**src/rtl/mod11_operand_sequencer.sv**
```systemverilog
// Sequencing front-end for a combinational mod-11 add/subtract stage: it collects an op
// and its digits over a nibble bus, holds them on the adder, and returns the registered result.
`timescale 1ns/1ps
module mod11_operand_sequencer #(
    parameter int MODULUS       = 11,
    parameter int SETTLE_CYCLES = 1
) (
    input  logic       clk,
    input  logic       rst_n,
    input  logic       in_valid,
    output logic       in_ready,
    input  logic [3:0] in_data,
    output logic [3:0] add_x,
    output logic [3:0] add_y,
    output logic       add_s,
    input  logic [3:0] add_z,
    output logic       res_valid,
    input  logic       res_ready,
    output logic [3:0] res_data,
    output logic       err,
    output logic [1:0] err_code
);

    typedef enum logic [2:0] {
        ST_IDLE    = 3'd0,
        ST_GET_X   = 3'd1,
        ST_GET_Y   = 3'd2,
        ST_DRIVE   = 3'd3,
        ST_CAPTURE = 3'd4,
        ST_OUT     = 3'd5
    } state_t;

    localparam logic [3:0] MOD_L    = 4'(MODULUS);
    localparam logic [3:0] SETTLE_L = 4'(SETTLE_CYCLES);

    function automatic logic in_range_f(input logic [3:0] d);
        return (d < MOD_L);
    endfunction

    state_t     state_r, state_s;
    logic       in_ready_r, in_ready_s;
    logic [3:0] add_x_r, add_x_s;
    logic [3:0] add_y_r, add_y_s;
    logic       add_s_r, add_s_s;
    logic [3:0] cnt_r, cnt_s;
    logic       res_valid_r, res_valid_s;
    logic [3:0] res_data_r, res_data_s;
    logic [3:0] chain_r, chain_s;
    logic       err_r, err_s;
    logic [1:0] err_code_r, err_code_s;
    logic       in_xfer_s;

    assign in_xfer_s = in_valid && in_ready_r;

    // Next-state and next-register computation for the operand sequence
    always_comb begin
        state_s     = state_r;
        add_x_s     = add_x_r;
        add_y_s     = add_y_r;
        add_s_s     = add_s_r;
        cnt_s       = cnt_r;
        res_valid_s = res_valid_r;
        res_data_s  = res_data_r;
        chain_s     = chain_r;
        err_s       = 1'b0;
        err_code_s  = err_code_r;
        case (state_r)
            ST_IDLE: begin
                if (in_xfer_s) begin
                    if (in_data[3:2] != 2'b00) begin
                        err_s      = 1'b1;
                        err_code_s = 2'd1;
                    end else if (in_data[1]) begin
                        add_s_s = in_data[0];
                        add_x_s = chain_r;
                        state_s = ST_GET_Y;
                    end else begin
                        add_s_s = in_data[0];
                        state_s = ST_GET_X;
                    end
                end else begin
                    state_s = ST_IDLE;
                end
            end
            ST_GET_X: begin
                if (in_xfer_s) begin
                    if (in_range_f(in_data)) begin
                        add_x_s = in_data;
                        state_s = ST_GET_Y;
                    end else begin
                        err_s      = 1'b1;
                        err_code_s = 2'd2;
                        state_s    = ST_IDLE;
                    end
                end else begin
                    state_s = ST_GET_X;
                end
            end
            ST_GET_Y: begin
                if (in_xfer_s) begin
                    if (in_range_f(in_data)) begin
                        add_y_s = in_data;
                        cnt_s   = SETTLE_L;
                        state_s = ST_DRIVE;
                    end else begin
                        err_s      = 1'b1;
                        err_code_s = 2'd2;
                        state_s    = ST_IDLE;
                    end
                end else begin
                    state_s = ST_GET_Y;
                end
            end
            ST_DRIVE: begin
                // A zero count is treated like one so a corrupted counter cannot stall here
                if (cnt_r <= 4'd1) begin
                    cnt_s   = 4'd0;
                    state_s = ST_CAPTURE;
                end else begin
                    cnt_s = cnt_r - 4'd1;
                end
            end
            ST_CAPTURE: begin
                if (in_range_f(add_z)) begin
                    res_data_s  = add_z;
                    chain_s     = add_z;
                    res_valid_s = 1'b1;
                    state_s     = ST_OUT;
                end else begin
                    err_s      = 1'b1;
                    err_code_s = 2'd3;
                    state_s    = ST_IDLE;
                end
            end
            ST_OUT: begin
                if (res_ready) begin
                    res_valid_s = 1'b0;
                    state_s     = ST_IDLE;
                end else begin
                    state_s = ST_OUT;
                end
            end
            default: begin
                res_valid_s = 1'b0;
                state_s     = ST_IDLE;
            end
        endcase
        in_ready_s = (state_s == ST_IDLE) || (state_s == ST_GET_X) || (state_s == ST_GET_Y);
    end

    // State and output registers with synchronous active-low reset
    always_ff @(posedge clk) begin
        if (!rst_n) begin
            state_r     <= ST_IDLE;
            in_ready_r  <= 1'b1;
            add_x_r     <= 4'd0;
            add_y_r     <= 4'd0;
            add_s_r     <= 1'b0;
            cnt_r       <= 4'd0;
            res_valid_r <= 1'b0;
            res_data_r  <= 4'd0;
            chain_r     <= 4'd0;
            err_r       <= 1'b0;
            err_code_r  <= 2'd0;
        end else begin
            state_r     <= state_s;
            in_ready_r  <= in_ready_s;
            add_x_r     <= add_x_s;
            add_y_r     <= add_y_s;
            add_s_r     <= add_s_s;
            cnt_r       <= cnt_s;
            res_valid_r <= res_valid_s;
            res_data_r  <= res_data_s;
            chain_r     <= chain_s;
            err_r       <= err_s;
            err_code_r  <= err_code_s;
        end
    end

    assign in_ready  = in_ready_r;
    assign add_x     = add_x_r;
    assign add_y     = add_y_r;
    assign add_s     = add_s_r;
    assign res_valid = res_valid_r;
    assign res_data  = res_data_r;
    assign err       = err_r;
    assign err_code  = err_code_r;

endmodule

```
**config.mk**
```make
export PLATFORM = sky130hd
export DESIGN_NAME = mod11_operand_sequencer
export DESIGN_NICKNAME = d
export VERILOG_FILES = /design/src/rtl/mod11_operand_sequencer.sv
export SDC_FILE = /design/constraint.sdc
export NUM_CORES = 1
export LEC_CHECK = 0
export ABC_CLOCK_PERIOD_IN_PS = 3400
export CAP_MARGIN = 0
export CORE_AREA = 4 4 60 62
export DETAILED_ROUTE_END_ITERATION = 8
export DIE_AREA = 0 0 64 66
export PLACE_DENSITY_LB_ADDON = 0.3
export SLEW_MARGIN = 20
export SYNTH_ARGS = -nofsm -noshare
export SYNTH_HDL_FRONTEND = slang
export SYNTH_SLANG_ARGS = --single-unit
```
**constraint.sdc**
```tcl
create_clock -name clk -period 3.4 [get_ports clk]
set_input_delay 0.51 -clock clk [delete_from_list [all_inputs] [get_ports clk]]
set_output_delay 0.51 -clock clk [all_outputs]
set_load 0.005 [all_outputs]
```
==> summary.md <==
| Metric | Value |
|---|---|
| P_leak | about 0.6 nW |
| Reg2reg setup slack | around 1.6 ns |
| Period minus WS final | 1.943 ns |
| Met2 Use GR | 26.97% |
| Initial antenna violation count | 0 |
| Via/cell ratio | between 5 and 6 |
| Die width | approximately 64 um |
| Starting Density | about 44% |
| Max Cap Viol | 0 |
| Synth warn | 0 |
| Cell Area, Synth | 0.001319 mm^2 |
| CP required | 3.63 ns |
| Detailed Route Iter0 Violations | 38 |
| Num CTS Buffers | 3 |
| Maximum VDD drop | just over 200 uV |
| DRC | 0 |
| Root buffer cell | clkbuf_4 |
| Critical path, cell by cell | clkdlybuf4s50_1, nor4_2, nor4_1, a31oi_1, o31ai_2, o221a_2 |
| Register area share after synthesis | 37.95% |
| Highest net fanout along the worst path | 8 |
| Post-Synthesis Cells | roughly 150 |
| Async SR Flop Fraction | 0% |
| I/O Pins | 30 |
| Post-CTS setup repair buffer count | 0 |
| Global Route Usage Sum | approximately 16% |
| Non-filler instance count after layout | between 200 and 250 |
| Share of layout cells above drive strength 1 | between 8 and 9% |
| Largest net degree at the start of global routing | 21 |
| Slew HR | a little under three fifths |
| CP max-delay cell | clkdlybuf4s50_1 |
| Ys flop type | dfxtp_1 |
| Max Fclk | around 500 MHz |
| EDFF count, synth | 0 |
| Final net count | about 190 |
| Met1 Use GR | between 10% and 20% |
| Setup Crit Path Kind | in2reg |
| Total wire length | 3.119 mm |
| DIE AREA | 0.004224 mm^2 |
| Unique masters post-synth | 40 |
| IO buf count | 29 |
| Worst setup path end | err_code[1]$_SDFFE_PN0P_ |
| Outcome | complete, no violations |
| FF-to-FF Start | state_r[1]$_SDFF_PN0_ |
| Vert. Die Dim | approximately 66 um |
| Fill cell total of the finished layout | ~310 |
| Post-DRT Antenna Nets | 0 |
| Hold Vio Cnt, Final | 0 |
| Clock tree sinks | 25 |
| Synthesis-stage register bit count | 25 |
| Core box area | about 0.0030 mm^2 |
| Drt pass-1 iters | 4 |
| DR vias | about 1200 |
| Worst-margin pin slew | approximately 0.64 ns |
| Cells on worst reg2reg path | 5 |
| CP startpoint kind | input port |
| Min-Delay Path Class | reg2reg |
| PD cells | about 330 mW/mm^2 |
| Worst r2r dst | cnt_r[3]$_SDFFE_PN0P_ |
| Peak-usage layer in the global routing report | met2 |
| Layout area overhead | 24.00% |
| Synth top cells by count | dfxtp_1 (25), nand2_1 (13), mux2i_1 (11), o21ai_0 (11) |
| CTS H-Tree Depth | 1 |
| Final worst path period share | a little under three fifths |
| Congestion Overflow GR | 0 |
| RSZ-0062 raised after global routing | false |
| Crit end category | flop |
| WP data arrival | 2.18 ns |
| Worst setup path start | in_data[3] |
| Syn nets | approximately 160 |
| Total Power | approximately 0.00053 W |
| Grt met3 use | under 10% |
| Post-DR wirelength/cell | between 10 and 15 um |
| Dpl cells | roughly 210 |
| Setup slack after layout | around 1.5 ns |
| Most numerous cell in the Yosys netlist | dfxtp_1 |
| CTS max path bufs | 2 |
| Syn_area_per_cell | 8.911 um^2 |
| Synth area leader | dfxtp_1 |
| CTS tree | done |
| Post-placement setup slack | 1.123 ns |
| TNS Setup | 0 ns |
| Post-CTS resize count | 0 |
| Post-CTS Hold Buffers | 0 |
| Final setup viols | 0 |
| Slew Limit Fails | 0 |
| Synth area leaders | dfxtp_1 (38%), mux2i_1 (8.3%), nor2b_1 (4.7%), o21ai_0 (4.2%), o211a_1 (3.8%) |
| Setup Skew | 0.003349 ns |
| Clk Latency, worst-skew pair | about 0.32 ns |
| Gp weighted congestion | 0.8474 |
| Rows | 20 |
| Vias in the first global route | around 1100 |
| Post-DP HPWL | approximately 2.4 mm |
| Share of the synthesized area in the top cell type | 37.95% |
| Clock slew at reported path FFs | 0.13 ns |
| First-pass GRT wire length | roughly 5.2 mm |
| ANT cells | 0 |
| CP max stage delay | roughly 0.58 ns |
-- kinds of logic after synthesis --
family	after synthesis	synth area share, %
XOR/XNOR	3	1.993
flip-flops	25	37.95
AO/OA/AOI/OAI	39	21.54
AND/OR/NAND/NOR	54	21.82
adder cells (fa/ha/maj)	2	1.897
buffers and inverters	13	5.598
multiplexers	12	9.203
-- flip-flops by register name, indices dropped and copies added (netlist names) --
name and count:
state_r 3, cnt_r 4, res_valid 1, add_s 1
chain_r 4, add_x 4, err_code 2, add_y 4
in_ready 1, err 1
-- cell type report --
type	instances	area, um^2	share of cell area, %
clock buffers	4	26.28	1.607
inverters	5	18.77	1.148
multi-input cells	110	744.5	45.52
flip-flops and latches	25	500.5	30.60
well taps	44	55.05	3.366
repair buffers	29	290.3	17.75
-- worst min path at each step --
stage / from / to / slack [ns] / cells after the start
6_report: res_valid$_SDFFE_PN0P_ / res_valid$_SDFFE_PN0P_ / 0.46 / 2
5_1_grt: res_valid$_SDFFE_PN0P_ / res_valid$_SDFFE_PN0P_ / 0.50 / 2
4_1_cts: res_valid$_SDFFE_PN0P_ / res_valid$_SDFFE_PN0P_ / 0.47 / 2
3_5_place_dp: res_valid$_SDFFE_PN0P_ / res_valid$_SDFFE_PN0P_ / 0.45 / 2
3_3_place_gp: res_valid$_SDFFE_PN0P_ / res_valid$_SDFFE_PN0P_ / 0.44 / 2
2_1_floorplan: res_valid$_SDFFE_PN0P_ / res_valid$_SDFFE_PN0P_ / 0.44 / 2
-- placed cells by master, fill, tap and decap left out, drive strengths merged --
cell / Yosys / layout
a31oi: 2 / 2
a21o: 3 / 3
mux2: 1 / 1
nand2b: 2 / 2
nor4b: 1 / 1
xor2: 3 / 3
and2: 5 / 5
clkdlybuf4s50: 0 / 29
o31a: 1 / 1
nor2b: 10 / 10
nand4: 1 / 1
a21boi: 1 / 1
o21a: 1 / 1
nor4: 4 / 4
nand3: 2 / 2
nor3: 3 / 3
mux2i: 11 / 11
o21ai: 11 / 11
inv: 5 / 5
o211a: 5 / 5
nand2: 13 / 13
dfxtp: 25 / 25
a22oi: 1 / 1
ha: 2 / 2
a211oi: 2 / 2
and3b: 1 / 1
clkbuf: 2 / 4
a21oi: 8 / 8
o31ai: 2 / 2
nor2: 11 / 11
o221a: 2 / 2
nand3b: 1 / 1
-- where the power goes --
part / switching (W) / total (W) / internal [W]
Clock: 0.0000916 / 0.000138 / 0.0000460
Combinational: 0.0000400 / 0.0000851 / 0.0000451
Sequential: 0.00000881 / 0.000311 / 0.000302
-- critical path: cells and delay by family --
kind	cells	cell delay, ns
AO/OA/AOI/OAI	3	0.58
buffers and inverters	1	0.58
AND/OR/NAND/NOR	2	0.51
-- per-layer routing --
| metal | up-vias | routed length (um) |
|---|---|---|
| li1 | 575 | - |
| met1 | 539 | 1457 |
| met2 | 38 | 1439 |
| met3 | 7 | 164 |
| met4 | 0 | 57 |
| met5 | - | 0 |
-- stage by stage --
stage	utilization (%)	hold slack, ns	cell area, um^2
global placement	53.14	0.4364	1609
floorplan	-	0.4405	1319
global route	54.01	0.5041	1635
detailed placement	53.14	0.4493	1609
CTS	54.01	0.4681	1635
finish	54.01	0.4599	1635
No activity file was read; power rests on OpenSTA's default activity.
